### config.mk
export PLATFORM = sky130hd
export DESIGN_NAME = debounce_counter_array
export DESIGN_NICKNAME = d
export VERILOG_FILES = /design/src/rtl/debounce_counter_array.sv
export SDC_FILE = /design/constraint.sdc
export NUM_CORES = 1
export LEC_CHECK = 0
export CAP_MARGIN = 40
export CORE_MARGIN = 2
export CORE_UTILIZATION = 59
export DETAILED_ROUTE_END_ITERATION = 16
export PLACE_DENSITY_LB_ADDON = 0.2
export SKIP_CTS_REPAIR_TIMING = 1
export SLEW_MARGIN = 0
export SYNTH_ARGS = -nofsm -noshare
export SYNTH_HDL_FRONTEND = slang
export SYNTH_SLANG_ARGS = --single-unit
### constraint.sdc
create_clock -name clk -period 2.7 [get_ports clk]
set_input_delay 0.405 -clock clk [delete_from_list [all_inputs] [get_ports clk]]
set_output_delay 0.405 -clock clk [all_outputs]
set_load 0.02 [all_outputs]
### src/rtl/debounce_counter_array.sv
// N_CH independent button channels: two-flop synchroniser, debounce FSM, edge detect
// with optional hold-to-repeat, and a per-channel wrap/saturate event counter.
module debounce_counter_array #(
    parameter int N_CH          = 4,
    parameter int CNT_W         = 4,
    parameter int DB_CYCLES     = 2_000_000,
    parameter int EDGE_MODE     = 0,
    parameter int WRAP          = 1,
    parameter int REPEAT_CYCLES = 0
) (
    input  logic                  clk,
    input  logic                  reset,
    input  logic [N_CH-1:0]       btn,
    input  logic [N_CH-1:0]       clr,
    output logic [N_CH-1:0]       db,
    output logic [N_CH-1:0]       event_tick,
    output logic [N_CH*CNT_W-1:0] count,
    output logic [N_CH-1:0]       sat
);

    localparam int TMR_W = $clog2(DB_CYCLES + 1);
    localparam int RPT_W = (REPEAT_CYCLES > 0) ? $clog2(REPEAT_CYCLES + 1) : 1;
    localparam logic [TMR_W-1:0] TMR_LAST = TMR_W'(DB_CYCLES - 1);
    localparam logic [CNT_W-1:0] CNT_MAX  = '1;

    typedef enum logic [1:0] {LOW, WAIT_HI, HIGH, WAIT_LO} db_state_e;

    for (genvar i = 0; i < N_CH; i++) begin : g_ch
        logic [1:0]       sync;
        logic             s;
        db_state_e        state;
        logic [TMR_W-1:0] timer;
        logic             db_q;
        logic             db_d;
        logic             rise;
        logic             fall;
        logic             edge_evt;
        logic             rpt_hit;
        logic             evt;
        logic             tick_q;
        logic [CNT_W-1:0] cnt;
        logic             sat_q;

        // NOTE: non-blocking assignment makes the two stages shift one per clock
        // instead of collapsing into a single flop.
        always_ff @(posedge clk) begin
            if (reset) sync <= '0;
            else       sync <= {sync[0], btn[i]};
        end
        assign s = sync[1];

        // timer holds the number of consecutive new-level samples seen so far;
        // the DB_CYCLES-th one commits the level.
        always_ff @(posedge clk) begin
            if (reset) begin
                state <= LOW;
                timer <= '0;
                db_q  <= 1'b0;
            end else begin
                case (state)
                    LOW: if (s) begin
                        if (DB_CYCLES == 1) begin
                            state <= HIGH;
                            db_q  <= 1'b1;
                        end else begin
                            state <= WAIT_HI;
                            timer <= TMR_W'(1);
                        end
                    end
                    WAIT_HI: begin
                        if (!s) begin
                            state <= LOW;
                        end else if (timer == TMR_LAST) begin
                            state <= HIGH;
                            db_q  <= 1'b1;
                        end else begin
                            timer <= timer + 1'b1;
                        end
                    end
                    HIGH: if (!s) begin
                        if (DB_CYCLES == 1) begin
                            state <= LOW;
                            db_q  <= 1'b0;
                        end else begin
                            state <= WAIT_LO;
                            timer <= TMR_W'(1);
                        end
                    end
                    WAIT_LO: begin
                        if (s) begin
                            state <= HIGH;
                        end else if (timer == TMR_LAST) begin
                            state <= LOW;
                            db_q  <= 1'b0;
                        end else begin
                            timer <= timer + 1'b1;
                        end
                    end
                    default: state <= LOW;
                endcase
            end
        end

        always_ff @(posedge clk) begin
            if (reset) db_d <= 1'b0;
            else       db_d <= db_q;
        end

        assign rise = db_q & ~db_d;
        assign fall = ~db_q & db_d;

        // NOTE: assigning a default first keeps this block purely combinational
        // (no latch) whatever EDGE_MODE selects.
        always_comb begin
            edge_evt = 1'b0;
            if (EDGE_MODE == 0)      edge_evt = rise;
            else if (EDGE_MODE == 1) edge_evt = fall;
            else                     edge_evt = rise | fall;
        end

        if (REPEAT_CYCLES > 0 && EDGE_MODE != 1) begin : g_rpt
            logic [RPT_W-1:0] rpt;
            logic [RPT_W-1:0] rpt_next;

            assign rpt_next = rpt + 1'b1;
            // Repeats fire every REPEAT_CYCLES cycles after the press edge.
            assign rpt_hit  = db_q & ~rise & (rpt_next == RPT_W'(REPEAT_CYCLES));

            always_ff @(posedge clk) begin
                if (reset || !db_q || rise || rpt_hit) rpt <= '0;
                else                                   rpt <= rpt_next;
            end
        end else begin : g_no_rpt
            assign rpt_hit = 1'b0;
        end

        assign evt = edge_evt | rpt_hit;

        always_ff @(posedge clk) begin
            if (reset) begin
                tick_q <= 1'b0;
                cnt    <= '0;
                sat_q  <= 1'b0;
            end else begin
                tick_q <= evt;
                if (clr[i]) begin
                    cnt   <= '0;
                    sat_q <= 1'b0;
                end else if (tick_q) begin
                    if (WRAP != 0)            cnt   <= cnt + 1'b1;
                    else if (cnt == CNT_MAX)  sat_q <= 1'b1;
                    else                      cnt   <= cnt + 1'b1;
                end
            end
        end

        assign db[i]                     = db_q;
        assign event_tick[i]             = tick_q;
        assign count[i*CNT_W +: CNT_W]   = cnt;
        assign sat[i]                    = (WRAP != 0) ? 1'b0 : sat_q;
    end

endmodule

==> flow_metrics.tcl <==
set metrics [dict create \
    fp.coreArea_um2 10200 \
    grt-ovfl-total 0 \
    yosysSeqAreaShare 0.418 \
    avgRoutedWirePerCell_um 15.0 \
    drive_gt1_frac 0.0696 \
    maxCapViolCount 0 \
    ios 38 \
    met2_usage 0.421 \
    cp_common_cell "or4_1" \
    slowest_stage "or4_1" \
    drv_slew 0 \
    fin_tns_setup_ps 0 \
    ir_worst_vdd_uv 385 \
    cts_tree "done" \
    clk_path_buf_depth 2 \
    gr-usage-met3 0.0503 \
    start_util 0.600 \
    hpwlAfterDp_um 9000 \
    root_buffer "clkbuf_8" \
    worstSkewPairLatency_ps 520 \
    max_stage_delay_ps 770 \
    period_share 0.942 \
    grt_pass1_vias 5070 \
    ys.flop_type "dfxtp_1" \
    seqPwrFrac 0.457 \
    rsz0062_at_grt "false" \
    async_flop_share 0 \
    tightestPinTransition_ps 819 \
    worstSetupEndpointType "flop" \
    die_x_um 106 \
    die_height_um 106 \
    setup-violations-final 0 \
    ys_ff_latch 128 \
    worstPathCellList "or4b_1, or4_1, o211ai_1, or4_1, a21oi_1" \
    drc 0 \
    start_kind "flop" \
    synth_compound_area_frac 0.145 \
    syn-instance-count 724 \
    synth_area_leader_cell "dfxtp_1" \
    portBuffers 33 \
    numCtsBuffers 17 \
    synth_top_family_by_area "simple AND/OR/NAND/NOR gates" \
    antenna_found_initial 0 \
    startpoint "g_ch[1].timer[12]" \
    h-tree-depth 4 \
    path_clk_slew_ps 60 \
    synthesis.area_um2 6140 \
    synth_top_area_frac 0.418 \
    r2r_start "g_ch[1].timer[12]" \
    drtPass1Iterations 5 \
    clock-sinks 128 \
    place.gp.congestion 0.892 \
    required_ps 3100 \
    routed_wl_um 13400 \
    fin_cells 897 \
    critPathKind "reg2reg" \
    dieArea_um2 11200 \
    yosysWarnings 0 \
    max_freq_mhz 393 \
    vias 5463 \
    yosys.area_share.adder 0.0163 \
    antenna_left 0 \
    grt_first_pass_wirelength_um 22800 \
    hold_class "reg2reg" \
    synth_cell_types 61 \
    p_int_mw 3.35 \
    combPwrFrac 0.048 \
    post_synth_xor_area_fraction 0.0656 \
    grtUsageTotal 0.244 \
    worstPathArrival_ps 2950 \
    nets 767 \
    period_needed_ps 2540 \
    met1_usage 0.305 \
    synth.area.top_cells "dfxtp_1, nor2_1, nand3_1" \
    diodes 0 \
    via_per_inst 6.09 \
    ff2ff_setup_slack_ps 160 \
    synth.area.mux_share 0.0167 \
    fill_cells 804 \
    grt_max_degree 75 \
    finClkSkew_ps 9.55 \
    top_usage_layer "met2" \
    crit_fanout 12 \
    ff2ff_path_depth 5 \
    switchingPower_uw 921 \
    power_density_nw_per_um2 604 \
    synth_edf_count 0 \
    hold_viol 0 \
    power.leakage_nw 2.32 \
    swShare 0.215 \
    area_growth_pct 15.4 \
    final_cell_mix "dfxtp_1, nor2_1, nand2_1, nand3_1, a21oi_1" \
    synthSimpleGateAreaFrac 0.295 \
    core.rowCount 37 \
    status "complete, no violations" \
    relSlewSlack 0.454 \
    drtIter0Drc 389 \
    p_clk_frac 0.495 \
    dp.cells 866 \
    syn-mean-instance-area_um2 8.48 \
    cp-endpoint "g_ch[1].timer[13]" \
    rr_endpoint "g_ch[1].timer[13]" \
    layout_commonest_cell "dfxtp_1" \
]
synthesized netlist by cell type (3+ instances only):
cell	count
o21ai_1	12
or4b_1	3
nand2b_1	8
and2_1	8
a32o_1	3
or2_2	5
o211ai_1	7
nand4_1	24
nand2_1	55
nor3_1	34
buf_2	3
nor4_1	8
o31ai_1	9
nor2_1	71
and3_1	8
clkbuf_1	24
o21ai_0	23
inv_1	15
nor4b_1	6
a31oi_1	11
or3_1	10
a22o_1	3
and4_1	9
ha_1	8
nand4b_1	5
a21oi_1	37
o22ai_1	4
o21a_1	5
dfxtp_1	128
or4_1	12
xnor2_1	22
buf_4	12
a22oi_1	6
nor2b_1	17
xor2_1	24
mux2i_1	8
nand3_1	44
power groups by stage:
| stage | registers [mW] | logic [mW] | clock network, mW |
|---|---|---|---|
| finish | 1.95 | 0.207 | 2.11 |
| global route | 1.96 | 0.225 | 2.23 |
| CTS | 1.95 | 0.207 | 2.15 |
| global placement | 1.99 | 0.202 | 0 |
| detailed placement | 1.99 | 0.206 | 0 |
| floorplan | 1.99 | 0.148 | 0 |
per-stage QoR:
step	setup WS, ps	utilization	area, µm²	power, mW	hold WS [ps]
6_report	156	0.692	7080	4.28	378
5_1_grt	86.8	0.692	7080	4.41	379
4_1_cts	149	0.692	7080	4.31	376
3_5_place_dp	208	0.638	6530	2.20	372
3_3_place_gp	279	0.638	6530	2.19	372
2_1_floorplan	488	-	6150	2.14	367
how the worst min path moves through the flow:
| stage | startpoint | to | cells past startpoint |
|---|---|---|---|
| global placement | g_ch[0].db_d | g_ch[0].tick_q | 1 |
| global route | g_ch[1].db_d | g_ch[1].tick_q | 1 |
| detailed placement | g_ch[1].db_d | g_ch[1].tick_q | 1 |
| finish | g_ch[1].db_d | g_ch[1].tick_q | 1 |
| CTS | g_ch[1].db_d | g_ch[1].tick_q | 1 |
| floorplan | g_ch[0].db_d | g_ch[0].tick_q | 1 |
routing by layer:
metal  up-vias  share of wire
met3        24          0.064
li1       2657              -
met2       201           0.49
met1      2581           0.44
met4         0          0.012
met5         -              0
logic make-up after synthesis:
| kind of cell | Yosys count |
|---|---|
| AO/OA/AOI/OAI | 137 |
| XOR/XNOR | 46 |
| adder cells (fa/ha/maj) | 8 |
| buffers and inverters | 57 |
| flip-flops | 128 |
| multiplexers | 10 |
| other | 1 |
| AND/OR/NAND/NOR | 337 |
flip-flops by register name, summed over array words and instances, names as in the netlist, named ones only:
name         flops
g_ch.timer      84
g_ch.db_d        4
g_ch.cnt        16
g_ch.state       4
g_ch.tick_q      4
g_ch.db_q        4
g_ch.sync        8
cell type report:
type                       instances  area (µm²)  share of cell area
multi-input combinational        542        3320               0.469
clock buffer                      24         460              0.0650
tap                              136         170              0.0240
timing repair buffer              45         428              0.0604
sequential                       128        2560               0.362
inverter                          15        56.3             0.00795
clock inverter                     7        85.1              0.0120
worst max-delay path: cells and delay by family, from the launching register on:
family	cells	cell delay, ps
compound gates	2	570
flops	1	360
simple gates	3	1500
(Power assumes the default switching activity.)
